$ cat src/rtl/pong_pkg.sv
// rtl/pong_pkg.sv - shared pong ball state encoding and VGA active-area geometry
package pong_pkg;

  typedef enum logic [1:0] {
    IDLE,
    SERVE_WAIT,
    MOVE,
    SCORED
  } ball_state_t;

  // Active area in timing-generator counter space
  localparam int H_MIN = 144;
  localparam int H_MAX = 783;
  localparam int V_MIN = 35;
  localparam int V_MAX = 514;

endpackage

$ cat src/rtl/circle_pixel.sv
// rtl/circle_pixel.sv - registered filled-circle hit test for the current pixel
module circle_pixel (
  input  logic        clk,
  input  logic        reset,
  input  logic [9:0]  h_counter,
  input  logic [9:0]  v_counter,
  input  logic [10:0] cx,
  input  logic [10:0] cy,
  input  logic [10:0] radius,
  input  logic        enable,
  output logic        pixel_on
);

  logic signed [11:0] dx;
  logic signed [11:0] dy;
  logic signed [23:0] dx2;
  logic signed [23:0] dy2;
  logic [23:0]        dist2;
  logic [23:0]        r2;
  logic               pixel_on_d;
  logic               pixel_on_q;

  always_comb begin
    dx         = $signed({2'b00, h_counter}) - $signed({1'b0, cx});
    dy         = $signed({2'b00, v_counter}) - $signed({1'b0, cy});
    dx2        = dx * dx;
    dy2        = dy * dy;
    dist2      = dx2 + dy2;
    r2         = {13'd0, radius} * {13'd0, radius};
    pixel_on_d = enable && (dist2 <= r2);
  end

  always_ff @(posedge clk) begin
    if (reset) begin
      pixel_on_q <= 1'b0;
    end else begin
      pixel_on_q <= pixel_on_d;
    end
  end

  assign pixel_on = pixel_on_q;

endmodule

$ cat src/rtl/ball_engine.sv
// rtl/ball_engine.sv - pong ball: serve/score FSM, per-frame motion with bounce, hit and goal,
// and registered circle rendering.
module ball_engine #(
  parameter int          H_MIN       = pong_pkg::H_MIN,
  parameter int          H_MAX       = pong_pkg::H_MAX,
  parameter int          V_MIN       = pong_pkg::V_MIN,
  parameter int          V_MAX       = pong_pkg::V_MAX,
  parameter int          RADIUS      = 6,
  parameter int          SPEED       = 4,
  parameter int          SERVE_DELAY = 60,
  parameter int          GOAL_HOLD   = 30,
  parameter logic [23:0] BALL_RGB    = 24'hFFFFFF
) (
  input  logic        clk,
  input  logic        reset,
  input  logic [9:0]  h_counter,
  input  logic [9:0]  v_counter,
  input  logic        frame_tick,
  input  logic        serve,
  input  logic        hit_left,
  input  logic        hit_right,
  output logic [7:0]  R,
  output logic [7:0]  G,
  output logic [7:0]  B,
  output logic        ball_on,
  output logic [10:0] ball_x,
  output logic [10:0] ball_y,
  output logic        goal_left,
  output logic        goal_right
);

  typedef logic signed [11:0] s12_t;

  localparam s12_t        HMIN_S  = s12_t'(H_MIN);
  localparam s12_t        HMAX_S  = s12_t'(H_MAX);
  localparam s12_t        VMIN_S  = s12_t'(V_MIN);
  localparam s12_t        VMAX_S  = s12_t'(V_MAX);
  localparam s12_t        RAD_S   = s12_t'(RADIUS);
  localparam s12_t        SPD_S   = s12_t'(SPEED);
  localparam logic [10:0] X_CTR   = 11'((H_MIN + H_MAX) / 2);
  localparam logic [10:0] Y_CTR   = 11'((V_MIN + V_MAX) / 2);
  localparam logic [10:0] Y_TOP   = 11'(V_MIN + RADIUS);
  localparam logic [10:0] Y_BOT   = 11'(V_MAX - RADIUS);
  localparam logic [9:0]  HMIN_C  = 10'(H_MIN);
  localparam logic [9:0]  HMAX_C  = 10'(H_MAX);
  localparam logic [9:0]  VMIN_C  = 10'(V_MIN);
  localparam logic [9:0]  VMAX_C  = 10'(V_MAX);
  localparam logic [7:0]  SERVE_N = 8'(SERVE_DELAY);
  localparam logic [7:0]  GOAL_N  = 8'(GOAL_HOLD);

  pong_pkg::ball_state_t state_q, state_d;
  logic [10:0] x_q, x_d, y_q, y_d;
  logic        vx_q, vx_d, vy_q, vy_d, dir_q, dir_d;
  logic [7:0]  cnt_q, cnt_d;
  logic        hit_l_q, hit_l_d, hit_r_q, hit_r_d;
  logic        goal_l_q, goal_l_d, goal_r_q, goal_r_d;
  logic        vx_eff;
  s12_t        xn, yn;
  logic        in_active;
  logic        render_en;

  always_comb begin
    state_d  = state_q;
    x_d      = x_q;
    y_d      = y_q;
    vx_d     = vx_q;
    vy_d     = vy_q;
    dir_d    = dir_q;
    cnt_d    = cnt_q;
    goal_l_d = 1'b0;
    goal_r_d = 1'b0;
    // A hit arriving with the tick itself still counts for that tick
    hit_l_d  = hit_l_q | hit_left;
    hit_r_d  = hit_r_q | hit_right;

    vx_eff = vx_q;
    if (hit_l_d && !vx_q) begin
      vx_eff = 1'b1;
    end else if (hit_r_d && vx_q) begin
      vx_eff = 1'b0;
    end
    xn = vx_eff ? $signed({1'b0, x_q}) + SPD_S : $signed({1'b0, x_q}) - SPD_S;
    yn = vy_q   ? $signed({1'b0, y_q}) + SPD_S : $signed({1'b0, y_q}) - SPD_S;

    case (state_q)
      pong_pkg::IDLE: begin
        if (serve) begin
          state_d = pong_pkg::SERVE_WAIT;
          vx_d    = dir_q;
          vy_d    = 1'b1;
          cnt_d   = 8'd0;
        end
      end
      pong_pkg::SERVE_WAIT: begin
        if (frame_tick) begin
          if (cnt_q == SERVE_N - 8'd1) begin
            state_d = pong_pkg::MOVE;
            cnt_d   = 8'd0;
          end else begin
            cnt_d = cnt_q + 8'd1;
          end
        end
      end
      pong_pkg::MOVE: begin
        if (frame_tick) begin
          vx_d = vx_eff;
          if (yn - RAD_S < VMIN_S) begin
            y_d  = Y_TOP;
            vy_d = 1'b1;
          end else if (yn + RAD_S > VMAX_S) begin
            y_d  = Y_BOT;
            vy_d = 1'b0;
          end else begin
            y_d = yn[10:0];
          end
          // X is judged independently so a corner yields both a bounce and a goal
          if (xn - RAD_S < HMIN_S) begin
            goal_r_d = 1'b1;
            state_d  = pong_pkg::SCORED;
            dir_d    = 1'b0;
            cnt_d    = 8'd0;
          end else if (xn + RAD_S > HMAX_S) begin
            goal_l_d = 1'b1;
            state_d  = pong_pkg::SCORED;
            dir_d    = 1'b1;
            cnt_d    = 8'd0;
          end else begin
            x_d = xn[10:0];
          end
        end
      end
      pong_pkg::SCORED: begin
        if (frame_tick) begin
          if (cnt_q == GOAL_N - 8'd1) begin
            state_d = pong_pkg::IDLE;
            x_d     = X_CTR;
            y_d     = Y_CTR;
            cnt_d   = 8'd0;
          end else begin
            cnt_d = cnt_q + 8'd1;
          end
        end
      end
      default: state_d = pong_pkg::IDLE;
    endcase

    if (frame_tick) begin
      hit_l_d = 1'b0;
      hit_r_d = 1'b0;
    end
  end

  always_ff @(posedge clk) begin
    if (reset) begin
      state_q  <= pong_pkg::IDLE;
      x_q      <= X_CTR;
      y_q      <= Y_CTR;
      vx_q     <= 1'b1;
      vy_q     <= 1'b1;
      dir_q    <= 1'b1;
      cnt_q    <= 8'd0;
      hit_l_q  <= 1'b0;
      hit_r_q  <= 1'b0;
      goal_l_q <= 1'b0;
      goal_r_q <= 1'b0;
    end else begin
      state_q  <= state_d;
      x_q      <= x_d;
      y_q      <= y_d;
      vx_q     <= vx_d;
      vy_q     <= vy_d;
      dir_q    <= dir_d;
      cnt_q    <= cnt_d;
      hit_l_q  <= hit_l_d;
      hit_r_q  <= hit_r_d;
      goal_l_q <= goal_l_d;
      goal_r_q <= goal_r_d;
    end
  end

  assign in_active = (h_counter >= HMIN_C) && (h_counter <= HMAX_C) &&
                     (v_counter >= VMIN_C) && (v_counter <= VMAX_C);
  assign render_en = in_active && (state_q != pong_pkg::SCORED);

  circle_pixel u_circle (
    .clk       (clk),
    .reset     (reset),
    .h_counter (h_counter),
    .v_counter (v_counter),
    .cx        (x_q),
    .cy        (y_q),
    .radius    (11'(RADIUS)),
    .enable    (render_en),
    .pixel_on  (ball_on)
  );

  assign R          = ball_on ? BALL_RGB[23:16] : 8'd0;
  assign G          = ball_on ? BALL_RGB[15:8]  : 8'd0;
  assign B          = ball_on ? BALL_RGB[7:0]   : 8'd0;
  assign ball_x     = x_q;
  assign ball_y     = y_q;
  assign goal_left  = goal_l_q;
  assign goal_right = goal_r_q;

endmodule

$ cat config.mk
export PLATFORM = sky130hd
export DESIGN_NAME = ball_engine
export DESIGN_NICKNAME = d
export VERILOG_FILES = /design/src/rtl/pong_pkg.sv /design/src/rtl/circle_pixel.sv /design/src/rtl/ball_engine.sv
export SDC_FILE = /design/constraint.sdc
export NUM_CORES = 1
export LEC_CHECK = 0
export CORE_ASPECT_RATIO = 1.4
export CORE_MARGIN = 2
export CORE_UTILIZATION = 50
export CTS_BUF_LIST = sky130_fd_sc_hd__clkbuf_2 sky130_fd_sc_hd__clkbuf_4 sky130_fd_sc_hd__clkbuf_8
export DETAILED_ROUTE_END_ITERATION = 6
export PLACE_DENSITY = 0.65
export SYNTH_ARGS = -nofsm -noshare
export SYNTH_HDL_FRONTEND = slang
export SYNTH_SLANG_ARGS = --single-unit
$ cat constraint.sdc
create_clock -name clk -period 12.4 [get_ports clk]
set_clock_uncertainty 0.1 [all_clocks]
set_input_delay 3.1 -clock clk [delete_from_list [all_inputs] [get_ports clk]]
set_output_delay 3.1 -clock clk [all_outputs]
set_load 0.03 [all_outputs]
==> flow_summary.ini <==
[run_status]
status = finished, final reports clean

[yosys]
synth-simple-area-share_pct = 14.8
netlist_area_um2 = 14500
avgSynthCellArea_um2 = 8.71
synth_top_flop_cell = dfxtp_1
ys_seq_elements = 39
yosys_warnings = 0
synth_cells = 1665
synth_fp_nets = 2111
synth_top_family_by_area = adder cells
synth-xor-area-share_pct = 2.69
synthMuxAreaShare_pct = 0.578
synth_edf_count = 0
yosys.area_share.adder_pct = 51.0
synth-compound-area-share_pct = 12.4
ys_types = 92
yosysSeqAreaShare_pct = 5.38
async_reset_ff_share_pct = 0

[placed_design]
port_buffers = 74
place.gp.congestion = 0.939
hpwl_mm = 31.4

[clocking]
clkTransAtPathRegs_ns = 0.10
cts-root-buf = clkbuf_8
postCtsHoldBufs = 0
cts_tree = yes
clkLatencyLatePin_ns = 0.32
cts_buffers = 5
cts-htree-levels = 2
cts.sink_count = 39
clockBufferDepth = 2

[detailed_routing]
wl_per_cell_um = 17.1
num_vias = 11300
first_pass_iters = 7
drc = 0
drt_wl_total_mm = 35.9
viasPerCell = 5.37
antenna_left = 0
drt_iter0_markers = 431

[job]
maxCapViolCount = 0

[finish]
drive_gt1_share_pct = 6.60
nFillCells = 2748
final_util_pct = 55.6
area_delta_synth_final_pct = 9.27
fin_nets = 2172
diodes = 0

[floorplanning]
boundaryPins = 75
row_count = 73
dieArea_um2 = 30400
start_util_pct = 50.9
die_h_um = 206
die_x_um = 148
core_area_um2 = 28500

[global_route]
antenna_found_initial = 0
gr-total-overflow = 0
grt_pass1_vias = 12300
grt_max_degree = 26
track_usage_pct = 25.0
grt_pass1_wl_mm = 59.8

[min_path]
hold_end = dir_q$_SDFFE_PP1P_
worstHoldStart = dir_q$_SDFFE_PP1P_
hold_class = reg2reg
hold_depth = 2

[sta]
max_freq_mhz = 84.7
hold_viol = 0
min_period_over_period_pct = 95.2
slew_viol_final = 0
fin_crit_ns = 11.81
tightest_slew_ns = 0.985
timing.hold.ws_ns = 0.382
final-setup-viol-count = 0
slew-limit-headroom_pct = 33.3

[setup_path]
ff2ff_setup_slack_ns = 3.02
rr_endpoint = u_circle.pixel_on$_SDFF_PP0_
crit_fanout = 4
reg2regPathDepth = 35
critPathRequiredTime_ns = 12.52
crit_slowest_cell = fa_2
arrival_ns = 11.92
cp-end-kind = flop
cpMostUsedCell = inv_1
slowest_delay_ns = 0.64
worstReg2RegStart = ball_x[0]$_SDFFE_PP1P_
cp-start-kind = primary input
critPathKind = in2reg
[what timing repair did]
action	CTS	global route
setup buffers	0	4
gates resized for setup	0	24
setup endpoints to repair	0	1
[cell type report]
| cell class | instances | area, µm² | share of cell area (%) |
|---|---|---|---|
| Multi-Input combinational cell | 1144 | 11800 | 74.8 |
| Inverter | 421 | 1580 | 10.0 |
| Timing Repair Buffer | 115 | 1050 | 6.62 |
| Sequential cell | 39 | 781 | 4.93 |
| Tap cell | 375 | 469 | 2.96 |
| Clock buffer | 6 | 82.6 | 0.521 |
| Clock inverter | 2 | 35.0 | 0.221 |
[cells by family after synthesis]
group,after synthesis
multiplexers,8
AO/OA/AOI/OAI,246
AND/OR/NAND/NOR,427
flip-flops,39
buffers and inverters,482
XOR/XNOR,43
adder cells (fa/ha/maj),420
[critical path, delay by kind of cell]
family / cells / cell delay (ns)
and+or+nand+nor: 5 / 1.03
buffers and inverters: 9 / 1.02
adders and majority gates: 10 / 4.72
AOI/OAI and AO/OA: 10 / 1.89
xor gates and xnor gates: 1 / 0.17
[Yosys cell counts, drive strengths merged (15+ instances only)]
cell    count  area [µm²]
nor2b      18         113
or2        25         156
ha        135        1690
o21ai      40         200
nand3      29         158
nand2b     22         138
fa        285        5710
xnor2      34         298
a21oi      39         199
a31oi      20         125
nor3       33         165
nand2      91         342
a211oi     15         133
dfxtp      39         781
inv       413        1550
nor2      131         492
clkbuf     31         116
buf        30         216
[layer usage]
layer	GRT usage, %	share of wire, %	up-vias
li1	-	-	5384
met1	26.0	36	5626
met2	49.9	56	201
met3	2.13	2.4	87
met4	12.2	5.6	0
met5	0	0	-
[how the worst max path moves through the flow]
stage,start,slack (ns),endpoint
2_1_floorplan,h_counter[0],0.84,u_circle.pixel_on$_SDFF_PP0_
3_3_place_gp,h_counter[1],0.20,u_circle.pixel_on$_SDFF_PP0_
3_5_place_dp,v_counter[1],0.04,u_circle.pixel_on$_SDFF_PP0_
4_1_cts,v_counter[1],0.36,u_circle.pixel_on$_SDFF_PP0_
5_1_grt,v_counter[1],-0.01,u_circle.pixel_on$_SDFF_PP0_
6_report,v_counter[0],0.59,u_circle.pixel_on$_SDFF_PP0_
[cells in the final DEF (no fill, tap or decap), types with 34 or more instances in the layout]
cell type and count:
inv_1 411, xnor2_1 34, nor2_1 126, ha_1 135, dfxtp_1 39, buf_4 41
clkdlybuf4s50_1 74, nand2_1 91, a21oi_1 37, fa_1 282
[sequential cells by signal, indices dropped and copies added (netlist names)]
register	cells
ball_y	11
goal_right	1
hit_l_q	1
vy_q	1
cnt_q	8
ball_x	10
dir_q	1
goal_left	1
state_q	2
u_circle.pixel_on	1
vx_q	1
hit_r_q	1
[metrics by stage]
stage,setup TNS [ns],instance area (µm²),setup slack (ns),instances
floorplan,0,14500,0.843,1665
global placement,0,15700,0.200,2090
detailed placement,0,15700,0.0410,2090
CTS,0,15800,0.361,2098
global route,-0.00993,15800,-0.00993,2102
finish,0,15800,0.592,2102
Power is left out: the tool's default activity adds up to more than one toggle a clock period on the data nets, which glitch-free logic cannot reach.
